## src/rtl/eu_tx_buf.sv

```systemverilog
// Transmit buffer for an execution unit: queues ALU result writes in a FIFO and
// sends them one at a time on the tx channel, backing off after each reject.
module eu_tx_buf #(
  parameter int DATA_WIDTH     = 16,
  parameter int ADDR_WIDTH     = 8,
  parameter int DEPTH          = 4,
  parameter int BACKOFF_CYCLES = 2,
  parameter int CNT_WIDTH      = 8
) (
  input  logic                     clk,
  input  logic                     reset_n,
  input  logic                     alu_wr_valid,
  input  logic [ADDR_WIDTH-1:0]    alu_wr_addr,
  input  logic [DATA_WIDTH-1:0]    alu_wr_data,
  output logic                     alu_wr_ready,
  output logic                     out_valid,
  output logic [ADDR_WIDTH-1:0]    out_addr,
  output logic [DATA_WIDTH-1:0]    out_data,
  input  logic                     out_success,
  output logic [$clog2(DEPTH):0]   occupancy,
  output logic [CNT_WIDTH-1:0]     reject_cnt
);

  localparam int PTR_W   = $clog2(DEPTH);
  localparam int BO_LOAD = (BACKOFF_CYCLES > 0) ? BACKOFF_CYCLES - 1 : 0;
  localparam int BO_W    = (BO_LOAD > 0) ? $clog2(BO_LOAD + 1) : 1;

  typedef enum logic [1:0] {
    IDLE    = 2'd0,
    SEND    = 2'd1,
    BACKOFF = 2'd2
  } state_t;

  logic [ADDR_WIDTH-1:0] addr_mem [DEPTH];
  logic [DATA_WIDTH-1:0] data_mem [DEPTH];

  logic [PTR_W-1:0] wr_ptr;
  logic [PTR_W-1:0] rd_ptr;
  logic [PTR_W:0]   count;
  logic [PTR_W:0]   count_next;
  logic             full;
  logic             push;
  logic             pop;

  state_t           state_q;
  state_t           state_d;
  logic [BO_W-1:0]  bo_ctr;

  function automatic logic [CNT_WIDTH-1:0] sat_inc(input logic [CNT_WIDTH-1:0] v);
    return (&v) ? v : v + CNT_WIDTH'(1);
  endfunction

  // Ready depends only on fullness, so a full buffer refuses writes even while popping.
  assign full         = (count == (PTR_W + 1)'(DEPTH));
  assign alu_wr_ready = ~full;
  assign push         = alu_wr_valid & alu_wr_ready;
  assign pop          = out_valid & out_success;
  assign occupancy    = count;

  assign out_addr = addr_mem[rd_ptr];
  assign out_data = data_mem[rd_ptr];

  always_comb begin
    count_next = count;
    case ({push, pop})
      2'b10:   count_next = count + (PTR_W + 1)'(1);
      2'b01:   count_next = count - (PTR_W + 1)'(1);
      default: count_next = count;
    endcase
  end

  always_ff @(posedge clk) begin
    if (push) begin
      addr_mem[wr_ptr] <= alu_wr_addr;
      data_mem[wr_ptr] <= alu_wr_data;
    end
  end

  always_ff @(posedge clk or negedge reset_n) begin
    if (!reset_n) begin
      wr_ptr <= '0;
      rd_ptr <= '0;
      count  <= '0;
    end else begin
      if (push) wr_ptr <= wr_ptr + PTR_W'(1);
      if (pop)  rd_ptr <= rd_ptr + PTR_W'(1);
      count <= count_next;
    end
  end

  always_ff @(posedge clk or negedge reset_n) begin
    if (!reset_n) begin
      state_q <= IDLE;
    end else begin
      state_q <= state_d;
    end
  end

  always_comb begin
    state_d = state_q;
    case (state_q)
      IDLE: begin
        if (count != '0) state_d = SEND;
      end
      SEND: begin
        if (out_success) begin
          state_d = (count_next != '0) ? SEND : IDLE;
        end else if (BACKOFF_CYCLES > 0) begin
          state_d = BACKOFF;
        end
      end
      BACKOFF: begin
        if (bo_ctr == '0) state_d = SEND;
      end
      default: state_d = IDLE;
    endcase
  end

  always_comb begin
    out_valid = (state_q == SEND);
  end

  // The head entry stays put during backoff, so the retry resends identical addr/data.
  always_ff @(posedge clk or negedge reset_n) begin
    if (!reset_n) begin
      bo_ctr <= '0;
    end else if (state_q == SEND && !out_success && BACKOFF_CYCLES > 0) begin
      bo_ctr <= BO_W'(BO_LOAD);
    end else if (state_q == BACKOFF && bo_ctr != '0) begin
      bo_ctr <= bo_ctr - BO_W'(1);
    end
  end

  always_ff @(posedge clk or negedge reset_n) begin
    if (!reset_n) begin
      reject_cnt <= '0;
    end else if (out_valid && !out_success) begin
      reject_cnt <= sat_inc(reject_cnt);
    end
  end

endmodule

```

## config.mk

```make
export PLATFORM = sky130hd
export DESIGN_NAME = eu_tx_buf
export DESIGN_NICKNAME = d
export VERILOG_FILES = /design/src/rtl/eu_tx_buf.sv
export SDC_FILE = /design/constraint.sdc
export NUM_CORES = 1
export LEC_CHECK = 0
export BUFFER_PORTS_ARGS = -buffer_cell sky130_fd_sc_hd__buf_2
export CAP_MARGIN = 40
export CORE_MARGIN = 5
export CORE_UTILIZATION = 25
export DETAILED_ROUTE_END_ITERATION = 10
export PLACE_DENSITY = 0.47
export SYNTH_ARGS = -nofsm -noshare
export SYNTH_HDL_FRONTEND = slang
export SYNTH_SLANG_ARGS = --single-unit
```

## constraint.sdc

```tcl
create_clock -name clk -period 2.8 [get_ports clk]
set_input_delay 0.28 -clock clk [delete_from_list [all_inputs] [get_ports clk]]
set_output_delay 0.28 -clock clk [all_outputs]
set_load 0.02 [all_outputs]
```

# After elaboration in Yosys (flattened, before gate mapping)
# Memories as Yosys holds them, arrays and structs flattened.
# Index checks and enable logic that the tools add are counted.
dict set report op_classes {
  add_sub_neg 6
  reduce_logical 10
  bitwise_logic 4
  mux 10
  n_eq_ne 7
}
# cell n
set ops {}
lappend ops {{$add A8 B1 Y8 const B} 1}
lappend ops {{$reduce_and A8 Y1} 1}
lappend ops {{$mux W2} 3}
lappend ops {{$pmux W2 S3} 1}
lappend ops {{$pmux W3 S2} 1}
lappend ops {{$reduce_bool A3 Y1} 2}
lappend ops {{$mux W1} 5}
lappend ops {{$add A2 B1 Y2 const B} 2}
lappend ops {{$eq A2 B1 Y1 const B} 2}
lappend ops {{$eq A2 B2 Y1 const B} 2}
lappend ops {{$ne A2 B2 Y1 const B} 2}
lappend ops {{$reduce_and A2 Y1} 2}
lappend ops {{$add A3 B1 Y3 const B} 1}
lappend ops {{$eq A3 B3 Y1 const B} 1}
lappend ops {{$sub A3 B1 Y3 const B} 1}
lappend ops {{$and A1 B1 Y1} 2}
lappend ops {{$logic_and A1 B1 Y1} 2}
lappend ops {{$logic_not A2 Y1} 1}
lappend ops {{$not A1 Y1} 2}
lappend ops {{$reduce_bool A2 Y1} 1}
lappend ops {{$logic_not A1 Y1} 1}
lappend ops {{$sub A1 B1 Y1 const B} 1}
dict set report totals {
  mem_count 2
  inputBits 28
  ram_bits 96
  register_bits 18
}
# memory depth width read_ports rd_clocked_by_memory_dff wr line_no
set mem_list {}
lappend mem_list {data_mem 4 16 1 0 1 35} ;# logic [DATA_WIDTH-1:0] data_mem [DEPTH];
lappend mem_list {addr_mem 4 8 1 0 1 34} ;# logic [ADDR_WIDTH-1:0] addr_mem [DEPTH];

# Depth between registers and ports, before layout
# Gate-level depths: netlist of run 1.
dict set report depth {
  word_depth 9
  mapped_depth 8
  depth_no_buf 8
}

# Least setup slack after synthesis of run 1
# Ideal clock, no wire load.
dict set report synth_timing {
  path_type {reg-to-reg}
  startpoint {register count[0], in the netlist occupancy[0]}
  endpoint {register state_q[0]}
  setup_ns 0.088
  stages_incl_launch_ff 9
  synth_period_minus_slack_ns 2.388
  arrival_time_ns 2.300
  setup_slack_ns 0.412
  cell_sequence {dfrtp_1 > nor2_1 > a21boi_1 > inv_1 > ha_1 > fa_1 > xnor2_1 > or3_1 > a41oi_1}
}
dict set report synth_between {
  elab_chain_cells 9
  word_cells_on_any_way 15
  classes_between {2 x add/sub; 4 x eq/ne; 4 x mux; 2 x bitwise; 3 x reduce/logical}
}
# element line_no
set synth_rtl {}
lappend synth_rtl {{start, declared} 39} ;# logic [PTR_W:0] count;
lappend synth_rtl {{start signal, assigned} 87} ;# count <= count_next;
lappend synth_rtl {{$eq A3 B3 Y1} 54} ;# assign full = (count == (PTR_W + 1)'(DEPTH));
lappend synth_rtl {{$not A1 Y1} 55} ;# assign alu_wr_ready = ~full;
lappend synth_rtl {{$and A1 B1 Y1} 56} ;# assign push = alu_wr_valid & alu_wr_ready;
lappend synth_rtl {{$eq A2 B1 Y1 / $eq A2 B2 Y1 (equally long branches)} 65} ;# case ({push, pop})
lappend synth_rtl {{$pmux W3 S2} 65}
lappend synth_rtl {{$reduce_bool A3 Y1} 107} ;# state_d = (count_next != '0) ? SEND : IDLE;
lappend synth_rtl {{$mux W1} 107}
lappend synth_rtl {{$mux W2} 106} ;# if (out_success) begin
lappend synth_rtl {{$pmux W2 S3} 101} ;# case (state_q)
lappend synth_rtl {{end signal, assigned} 95} ;# state_q <= state_d;
lappend synth_rtl {{end, declared} 45} ;# state_t state_q;
# Several ways; a longest one is shown, not always the timed one.
# A chain may end at the register's enable or synchronous reset.

# Worst setup path in the final report of run 1
# Ends and elaborated chain as after synthesis.

==> results of run 1 <==
[final cells by class]
type                       count  area share [%]
multi-input combinational     88           18.73
inverter                       4          0.2670
clock inverter                13           2.047
timing repair buffer          72           7.030
sequential                   114           59.29
clock buffer                  18           7.631
tap                          225           5.006
[kinds of logic (layout without fill, tap and decap cells)]
| logic type | after synthesis | after routing | share of synthesized area, % |
|---|---|---|---|
| AOI/OAI and AO/OA | 14 | 14 | 2.533 |
| xor gates and xnor gates | 9 | 9 | 1.773 |
| adders and majority gates | 7 | 7 | 2.138 |
| buffers and inverters | 13 | 107 | 1.350 |
| DFF | 114 | 114 | 74.96 |
| muxes | 29 | 29 | 13.39 |
| and+or+nand+nor | 29 | 29 | 3.855 |
[power by group]
| group | switching (W) | internal, W |
|---|---|---|
| clock | 0.000742 | 0.00121 |
| sequential | 0.000204 | 0.00227 |
| combinational | 0.00119 | 0.000837 |
[synthesized netlist by cell type (2+ instances only)]
library cell	instances
sky130_fd_sc_hd__nor2_1	2
sky130_fd_sc_hd__edfxtp_1	96
sky130_fd_sc_hd__mux2_1	2
sky130_fd_sc_hd__xnor2_1	5
sky130_fd_sc_hd__inv_1	4
sky130_fd_sc_hd__nand3_1	2
sky130_fd_sc_hd__and2_1	4
sky130_fd_sc_hd__ha_1	6
sky130_fd_sc_hd__mux2_2	2
sky130_fd_sc_hd__dfrtp_1	18
sky130_fd_sc_hd__mux4_2	24
sky130_fd_sc_hd__clkbuf_1	4
sky130_fd_sc_hd__buf_2	3
sky130_fd_sc_hd__o21ai_0	2
sky130_fd_sc_hd__xor2_1	4
sky130_fd_sc_hd__a21oi_1	4
sky130_fd_sc_hd__nand2_1	9
[per-stage QoR]
step           total power, W  hold WS (ps)  setup slack [ps]
4_1_cts              0.006582         64.48             548.7
2_1_floorplan        0.003872        -15.59             411.6
3_3_place_gp         0.004560         237.8             650.6
3_5_place_dp         0.004599         245.0             563.1
5_1_grt              0.006852         68.18             437.6
6_report             0.006450         85.53             578.9
[state kept, by name, summed over array words and instances, names as in the netlist]
| signal | count |
|---|---|
| state_q | 2 |
| rd_ptr | 2 |
| data_mem | 64 |
| reject_cnt | 8 |
| bo_ctr | 1 |
| addr_mem | 32 |
| wr_ptr | 2 |
| occupancy | 3 |
[layer usage]
metal | wire length, um | global-route usage (%) | up-vias
met5 | 7 | 0 | -
met4 | 174 | 4.609 | 2
met3 | 509 | 3.827 | 17
met2 | 4110 | 14.18 | 55
met1 | 4050 | 12.01 | 1146
li1 | - | - | 1027
[path summary, 6_finish.rpt]
| path | start | end | slack [ps] | depth (start not counted) |
|---|---|---|---|---|
| hold / removal | alu_wr_data[8] | data_mem[2][8] | 90 | 1 |
| setup reg to reg | occupancy[0] | state_q[0] | 580 | 8 |
| max in group asynchronous | reset_n | rd_ptr[0] | 2140 | 2 |
| setup / recovery | occupancy[0] | state_q[0] | 580 | 8 |
| hold reg to reg | reject_cnt[0] | reject_cnt[0] | 520 | 1 |
| min in group asynchronous | reset_n | reject_cnt[5] | 340 | 2 |
[what timing repair did]
item,in CTS,in global routing
hold endpoints to repair,18,0
hold buffers,1,0
endpoints found under the setup margin,0,0
[critical path, stage by stage, from the launching register on]
cell and delay (ps):
sky130_fd_sc_hd__dfrtp_1 460, sky130_fd_sc_hd__nor2_1 110, sky130_fd_sc_hd__a21boi_1 210, sky130_fd_sc_hd__inv_1 60, sky130_fd_sc_hd__ha_1 230, sky130_fd_sc_hd__fa_1 380, sky130_fd_sc_hd__xnor2_1 140, sky130_fd_sc_hd__or3_1 330
sky130_fd_sc_hd__a41oi_1 210
==> impl_metrics.toml, run 1 <==
[finish]
final_core_utilization_pct = 32.40
layout.cells.most_common = "sky130_fd_sc_hd__edfxtp_1"
final_cell_count_no_fill = 534
post-route-cell-area_sq_um = 5624
area_growth_syn_to_layout_pct = 26.48
antenna_cells = 0
num-nets-final = 332
multi_input_area_sq_um = 1054
final_layout_size_suffix_gt1_share_pct = 41.75
register_area_sq_um = 3334
layout.cells.most_common_list = "sky130_fd_sc_hd__edfxtp_1, sky130_fd_sc_hd__buf_2, sky130_fd_sc_hd__mux4_2, sky130_fd_sc_hd__dfrtp_1, sky130_fd_sc_hd__clkbuf_16"
num-fill-cells = 1671

[die]
boundary_pins = 65
die_width_um = 143.4
effective_utilization_at_floorplan_pct = 25.62
die_y_um = 143.4
core_area_sq_um = 17360
fp-row-count = 48
die_area_sq_um = 20560

[sta]
max-slew-margin-rel_pct = 71.77
timing_hold_violations_final = 0
timing.final.crit_period_ps = 2221
rsz0062_at_grt = "false"
finalClockSkew_ps = 6.433
maxClockFrequency_mhz = 450.2
report.final.setup_viol = 0
final_slew_viol_count = 0
period_share_pct = 79.32
worstMarginPinSlew_ps = 423.4
sum_of_negative_setup_slack_ps = 0

[synth]
yosys_top_cell_by_area = "sky130_fd_sc_hd__edfxtp_1"
yosysUniqueCellTypes = 41
syn_area_sq_um = 4447
postSynth.asyncResetShare_pct = 15.79
synthesis.area_per_instance_sq_um = 20.68
synth_nets = 250
synthFlopType = "sky130_fd_sc_hd__edfxtp_1"
yosysWarningCount = 0
postSynthRegisterBits = 114
synth-edff-count = 96
netlist_instances = 215
synth.yosys.seq_area_share_pct = 74.96
synth_top_area_share_pct = 64.83
ys_top_cells_by_area = "sky130_fd_sc_hd__edfxtp_1, sky130_fd_sc_hd__mux4_2, sky130_fd_sc_hd__dfrtp_1"

[global_routing]
globalRoute.totalOverflow = 0
grt_antenna_before_repair = 1
first_global_vias = 2460
wire_length_of_the_first_global_routing_pass_um = 14120
grt_start_max_net_pins = 26
global_route.usage.total_pct = 9.488

[critical_path]
crit_type = "reg2reg"
crit_fanout = 6
data_required_critical_path_ps = 3120
critPathLaunchType = "flop"
critPathCaptureType = "flop"
cp.arrival_ps = 2540

[drt]
first_pass_iters = 4
remaining_drc_errors = 0
drtAntennaViolNets = 0
total_length_of_routed_wires_um = 8852
route.detailed.vias_per_inst = 4.208
avgRoutedWirePerCell_um = 16.58
dr.first_iter.drc_count = 158
vias = 2247

[placed_design]
dp_cells = 502
routabilityCongestion = 0.7124
placed_area_sq_um = 5070
dpl.hpwl_um = 5323
port-buffer-count = 64

[clock_network]
cts_tree = "yes"
clk_transition_reported_paths_ps = 60
cts_setup_buffers = 0
clkLatencyLatePin_ps = 410
htree_num_levels = 4
post_cts_resized = 0
cts_root_buf = "sky130_fd_sc_hd__clkbuf_16"
cts-root-to-sink-buffers = 2
clock_sink_count = 114
tritoncts.num_buffers = 17

[power_and_ir_drop]
cellPowerDensity_nw_per_um2 = 1147
power.ir.vdd_worst_mv = 0.4207
p_leak_nw = 2.047

[run]
drv_cap = 0

[hold_path]
type_of_the_most_critical_hold_path = "in2reg"

[outcome]
status = "finished, final reports clean"
Note: power is estimated with default switching activity, not from simulation.
==> inputs of run 2 (changes only) <==
==> constraint.sdc (replaced) <==
create_clock -name clk -period 2.05 [get_ports clk]
set_input_delay 0.205 -clock clk [delete_from_list [all_inputs] [get_ports clk]]
set_output_delay 0.205 -clock clk [all_outputs]
set_load 0.02 [all_outputs]
==> impl_metrics.toml, run 2 (synthesis results as in run 1) <==
[sta]
finalClockSkew_ps = 9.440
max-slew-margin-rel_pct = 70.04
worstMarginPinSlew_ps = 449.4
final_slew_viol_count = 0
report.final.setup_viol = 0
period_share_pct = 94.77
sum_of_negative_setup_slack_ps = 0
maxClockFrequency_mhz = 514.8
timing.final.ws_setup_ps = 107.3
timing_hold_violations_final = 0
rsz0062_at_grt = "false"
timing.final.crit_period_ps = 1943
finalHoldWorstSlack_ps = 19.57

[critical_path]
rr_worst_depth = 7
crit_type = "reg2out"
cp.arrival_ps = 1740
critPathLaunchType = "flop"
setup.reg_to_reg.worst_slack_ps = 140
timing.rr.end = "state_q[0]"
critPathCaptureType = "primary output"
reg2reg_from = "occupancy[2]"
crit_fanout = 19
data_required_critical_path_ps = 1850

[finish]
largest_reg_flops = 64
final_layout_size_suffix_gt1_share_pct = 44.21
num-fill-cells = 1655
num-nets-final = 351
final_cell_count_no_fill = 553
top_register = "data_mem"
reg.largest.list = "data_mem: 64 flops, addr_mem: 32 flops, reject_cnt: 8 flops"
multi_input_area_sq_um = 1077
antenna_cells = 0
layout.cells.most_common = "sky130_fd_sc_hd__edfxtp_1"
area_growth_syn_to_layout_pct = 32.16
layout.cells.most_common_list = "sky130_fd_sc_hd__edfxtp_1, sky130_fd_sc_hd__buf_2, sky130_fd_sc_hd__mux4_2, sky130_fd_sc_hd__clkbuf_16, sky130_fd_sc_hd__buf_4"
register_area_sq_um = 3337
post-route-cell-area_sq_um = 5877

[clock_network]
cts_setup_buffers = 0
tritoncts.num_buffers = 17
clk_transition_reported_paths_ps = 50
cts-root-to-sink-buffers = 2
clock_sink_count = 114
cts_tree = "yes"
htree_num_levels = 4
clkLatencyLatePin_ps = 410
cts_hold_buffers = 8
cts_root_buf = "sky130_fd_sc_hd__clkbuf_16"
post_cts_resized = 0

[hold_path]
holdCritStartpoint = "alu_wr_addr[1]"
type_of_the_most_critical_hold_path = "in2reg"
holdPathStages = 1
hold_end = "addr_mem[0][1]"

[power_and_ir_drop]
p_leak_nw = 2.179
cellPowerDensity_nw_per_um2 = 1582
power.ir.vdd_worst_mv = 0.6442

[die]
core_area_sq_um = 17360
die_y_um = 143.4
boundary_pins = 65
effective_utilization_at_floorplan_pct = 25.62
die_area_sq_um = 20560
fp-row-count = 48
die_width_um = 143.4

[global_routing]
first_global_vias = 2530
grt_start_max_net_pins = 24
grt_antenna_before_repair = 1
globalRoute.totalOverflow = 0
wire_length_of_the_first_global_routing_pass_um = 14410
global_route.usage.total_pct = 9.677

[drt]
remaining_drc_errors = 0
drtAntennaViolNets = 0
vias = 2333
dr.first_iter.drc_count = 106
first_pass_iters = 4
avgRoutedWirePerCell_um = 16.41
route.detailed.vias_per_inst = 4.219
total_length_of_routed_wires_um = 9074

[placed_design]
port-buffer-count = 64
dp_cells = 513
post_place_setup_slack_ps = 150.7
dpl.hpwl_um = 5922
placed_area_sq_um = 5191
routabilityCongestion = 0.6637

[run]
drv_cap = 0

[outcome]
status = "finished, final reports clean"
[run 2: cell count changes in the layout (fill, tap and decap cells not counted), moves of 3 or more]
| cell | previous run | this run |
|---|---|---|
| sky130_fd_sc_hd__clkinv_4 | 4 | 0 |
| sky130_fd_sc_hd__bufinv_16 | 1 | 4 |
| sky130_fd_sc_hd__buf_4 | 6 | 16 |
| sky130_fd_sc_hd__dlygate4sd3_1 | 1 | 9 |
| sky130_fd_sc_hd__clkinvlp_4 | 3 | 0 |
| sky130_fd_sc_hd__clkinv_2 | 3 | 6 |
[run 2: metal layers]
layer | vias to the layer above | global-route usage, % | wire length (um)
met5 | - | 0 | 13
met4 | 2 | 5.055 | 172
met3 | 14 | 3.627 | 534
met2 | 60 | 14.96 | 4413
met1 | 1184 | 11.84 | 3941
li1 | 1073 | - | -
[run 2: layout make-up]
class	count	area share, %
Tap cell	225	4.790
Clock inverter	13	2.832
Timing Repair Buffer	91	9.708
Multi-Input combinational cell	88	18.33
Clock buffer	18	7.303
Sequential cell	114	56.78
Inverter	4	0.2555
[run 2: worst max path at each step]
stage	start	to	slack, ps
final	rd_ptr[0]	out_data[6]	110
after global routing	rd_ptr[0]	out_data[6]	20
after CTS	rd_ptr[0]	out_data[6]	50
after detailed placement	occupancy[2]	state_q[0]	150
after global placement	occupancy[2]	state_q[0]	160
after floorplan	occupancy[2]	state_q[0]	9
[run 2: worst max-delay path, stage by stage, from the launching register on]
cell	delay [ps]
sky130_fd_sc_hd__dfrtp_2	380
sky130_fd_sc_hd__buf_12	210
sky130_fd_sc_hd__mux4_2	560
sky130_fd_sc_hd__buf_2	180
[run 2: where the power goes]
part	total [W]	internal, W	switching [W]
Clock	0.00297	0.00200	0.000964
Combinational	0.00301	0.00130	0.00171
Sequential	0.00332	0.00310	0.000218
[run 2: per-stage QoR]
step,util [%],power (W)
CTS,33.80,0.009510
finish,33.86,0.009297
detailed placement,29.91,0.006474
global route,33.86,0.009873
global placement,29.91,0.006421
floorplan,-,0.005332
